==> src/rtl/sys_input_skew.sv <==
// Diagonal staging buffer for the systolic array west edge.
// Lane i is delayed by i extra cycles so the array sees a skewed wavefront.
module sys_input_skew #(
  parameter int data_width   = 8,
  parameter int width_height = 16
) (
  input  logic                               clk,
  input  logic                               reset,
  input  logic [data_width*width_height-1:0] in_data,
  input  logic [width_height-1:0]            in_en,
  input  logic                               clear,
  output logic [data_width*width_height-1:0] out_data,
  output logic [width_height-1:0]            out_valid,
  output logic                               busy,
  output logic                               drain_done
);

  logic [width_height-1:0] lane_any;
  logic [width_height-1:0] lane_mid;
  logic                    busy_next;
  logic                    drain_done_q;
  logic                    flush;

  assign flush = !reset || clear;

  for (genvar i = 0; i < width_height; i++) begin : g_lane
    // Stage 0 loads the incoming row; stage i drives the lane output.
    logic [i:0]            vld_p;
    logic [data_width-1:0] dat_p [0:i];

    always_ff @(posedge clk) begin
      if (flush) begin
        vld_p <= '0;
        for (int k = 0; k <= i; k++) dat_p[k] <= '0;
      end else begin
        vld_p[0] <= in_en[i];
        dat_p[0] <= in_en[i] ? in_data[i*data_width +: data_width] : '0;
        for (int k = 1; k <= i; k++) begin
          vld_p[k] <= vld_p[k-1];
          dat_p[k] <= dat_p[k-1];
        end
      end
    end

    assign out_valid[i]                          = vld_p[i];
    assign out_data[i*data_width +: data_width]  = dat_p[i];
    assign lane_any[i]                           = |vld_p;

    // Valid bits that will still be stored after the next shift (all but the last stage).
    if (i > 0) begin : g_mid
      assign lane_mid[i] = |vld_p[i-1:0];
    end else begin : g_nomid
      assign lane_mid[i] = 1'b0;
    end
  end

  assign busy      = |lane_any;
  assign busy_next = (|in_en) || (|lane_mid);

  // Pulse when the last valid word leaves; a flush never produces a pulse.
  always_ff @(posedge clk) begin
    if (flush) drain_done_q <= 1'b0;
    else       drain_done_q <= busy && !busy_next;
  end

  assign drain_done = drain_done_q;

endmodule

==> config.mk <==
export PLATFORM = sky130hd
export DESIGN_NAME = sys_input_skew
export DESIGN_NICKNAME = d
export VERILOG_FILES = /design/src/rtl/sys_input_skew.sv
export SDC_FILE = /design/constraint.sdc
export NUM_CORES = 1
export LEC_CHECK = 0
export CAP_MARGIN = 15
export CORE_ASPECT_RATIO = 2
export CORE_MARGIN = 1
export CORE_UTILIZATION = 33
export DETAILED_ROUTE_END_ITERATION = 10
export HOLD_SLACK_MARGIN = 0.03
export REMOVE_ABC_BUFFERS = 1
export SYNTH_ARGS = -nofsm -noshare
export SYNTH_HDL_FRONTEND = slang
export SYNTH_SLANG_ARGS = --single-unit
==> constraint.sdc <==
create_clock -name clk -period 1.3 [get_ports clk]
set_input_delay 0.325 -clock clk [delete_from_list [all_inputs] [get_ports clk]]
set_output_delay 0.325 -clock clk [all_outputs]
set_load 0.02 [all_outputs]
==> results.cfg <==
[placed_design]
dp_cells = 4239
gp_congestion = 0.8080
hpwl_um = 34340
io_buffers = 292

[finish]
fillerInstances = 9489
drive_gt1_share_pct = 19.11
syn_to_final_growth_pct = 25.54
fin_cells = 4431
nNetsFinal = 3156

[sta]
finalHoldViolCount = 0
rsz0062_at_grt = true
max_freq_mhz = 387.3
worst_slack_ns = -1.282
period_share_pct = 198.6
fin_skew_ns = 0.03120
finalSetupViolCount = 147
fin_crit_ns = 2.582
worst_slew_pin_slew_ns = 0.3196
relSlewSlack_pct = 78.50
drv_slew = 0

[synthesis]
synthCells = 2736
yosys.area.top_type = dfxtp_1
yosysMostFrequentCell = dfxtp_1
synth_edf_count = 0
synth_top_area_share_pct = 72.45
yosysSeqAreaShare_pct = 72.45
ys_warn_count = 0
synth.distinct_cells = 17
synth_area_leaders = dfxtp_1, and2_1, and3_1
avgSynthCellArea_sq_um = 12.37
synthTopCellsByCount = dfxtp_1, and2_1, and3_1
ys.flop_type = dfxtp_1
syn_area_sq_mm = 0.03385
synth_seq_cells = 1225
synthArstFlopShare_pct = 0

[critical_path]
startpoint_type = register
regToRegEndpoint = drain_done
crit_path_max_fanout = 2
cp.arrival_ns = 2.26
startpoint = g_lane[11].vld_p[5]
cp.required_ns = 0.98
crit_type = register to output port
r2r_slack_ns = -0.25
rr_worst_depth = 4
end_kind = output port
r2r_start = g_lane[11].vld_p[5]

[global_routing]
grtUsageTotal_pct = 10.45
grt_pass1_vias = 16130
overflow = 0
grt_max_degree = 50
grt_pass1_wl_um = 85980
antenna_found_initial = 13

[clock_network]
cts_buffers = 104
clockBufferDepth = 3
cts_sinks = 1225
cts-root-buf = clkbuf_16
cts_tree = yes
cts_htree_levels = 3
clk_latency_ns = 0.69
clk_pin_slew_ns = 0.07

[worst_hold_path]
hold_start = in_data[7]
holdPathEnd = g_lane[0].dat_p[0][7]
hp-class = input port to register
holdPathStages = 2

[die]
io_pins = 293
initial_utilization_pct = 33.39
coreArea_sq_mm = 0.1014
die_area_sq_mm = 0.1039
fp.dieW_um = 228.5
die_y_um = 454.9
num_rows = 165

[power]
power_density_mw_per_mm2 = 1670
irDropWorstVdd_mv = 1.129
p_leak_nw = 17.96
total_power_mw = 70.94

[detailed_routing]
routed_wl_um = 53340
vias_per_cell = 3.794
remaining_drc_errors = 0
drt_pass1_iterations = 4
routed-via-count = 16810
drtAntennaViolNets = 0
wl_per_cell_um = 12.04
drt_iter0_markers = 594

[job]
maxCapViolations = 0

[outcome]
status = complete, but fails checks
violations = setup timing
==> power by group <==
group	internal, mW	leakage, nW	switching, mW
sequential	37.7	9.96	0.0492
combinational	0.838	6.25	0.746
clock	18.1	1.75	13.5
total	56.6	18.0	14.3
==> worst max-delay path by stage <==
| stage | to | depth (start not counted) |
|---|---|---|
| after floorplan | g_lane[6].vld_p[2] | 2 |
| after global placement | busy | 6 |
| after detailed placement | busy | 6 |
| after CTS | busy | 6 |
| after global routing | busy | 5 |
| final | busy | 5 |
==> stage by stage <==
| stage | util (%) | instance area, sq um | setup TNS, ns | worst slack [ns] | hold WS (ns) |
|---|---|---|---|---|---|
| after floorplan | - | 32550 | - | -26.53 | 0.4057 |
| after global placement | 37.87 | 38380 | -595.84 | -1.088 | 0.4061 |
| after detailed placement | 37.87 | 38380 | -602.09 | -0.9830 | 0.4097 |
| after CTS | 41.82 | 42400 | -37.99 | -1.463 | 0.1245 |
| after global routing | 41.92 | 42490 | -36.01 | -1.381 | 0.1528 |
| final | 41.92 | 42490 | -24.73 | -1.282 | 0.2096 |
==> cell usage in the layout, fill, tap and decap left out <==
cell             netlist  layout
nor4_2                 4      11
clkbuf_1              92      18
buf_6                  1     153
nand3_1                2       1
inv_8                  0       1
buf_12                 0      37
clkinv_16              0       2
nor2b_4                0       1
dfxtp_2                0     145
nor3_1                 1       1
nand3_2                0       1
and2_2                 1       1
and3_1               129     129
clkinv_8               0       1
nand2_1                2       2
and2_1              1095    1095
nor4_1                36      25
dfxtp_1             1225    1077
clkinv_4               0       4
bufinv_16              0      11
and4_1                 1       1
nand4_1                7       7
dfxtp_4                0       3
diode_2                0       2
clkinvlp_4             0       5
clkbuf_16              0     106
clkinv_2               0      23
nor4_4                 0       4
clkdlybuf4s50_1        0     146
clkbuf_8               0      14
buf_4                100      63
inv_6                  0       5
==> final cells by class <==
class	instances	area, sq um	area share [%]
sequential	1225	24720	58.17
multi-input combinational	1279	8138	19.15
timing repair buffer	399	4398	10.35
clock buffer	138	2913	6.855
tap	1336	1672	3.934
clock inverter	52	649.4	1.528
antenna	2	5.005	0.01178
==> sequential cells by signal, summed over array words and instances (netlist names) <==
| signal | count |
|---|---|
| drain_done | 1 |
| g_lane.dat_p | 1088 |
| g_lane.vld_p | 136 |
==> critical path: stages (launching register included) <==
cell     delay, ns
dfxtp_1       0.31
nor4_2        0.29
nand4_1       0.29
nor4_4        0.40
nand3_2       0.13
buf_6         0.15
==> layer usage <==
layer  global-route usage (%)  share of wire [%]
met1                    12.05                 43
met2                    16.65                 45
met3                    4.038                7.5
met4                    5.684                4.0
met5                        0               0.20
==> repair_timing <==
item	4_1_cts	5_1_grt
setup endpoints to repair	147	147
gates resized for setup	977	24
buffers inserted	7	7
hold endpoints to repair	0	0
pin swaps	3	7
cloned	0	0
hold buffers	0	0
==> cells by family after synthesis <==
group	Yosys count	share of synthesized area [%]
AND/OR/NAND/NOR	1279	23.70
flip-flops	1225	72.45
buffers and inverters	232	3.848
Power figures use the tool's default switching activity.
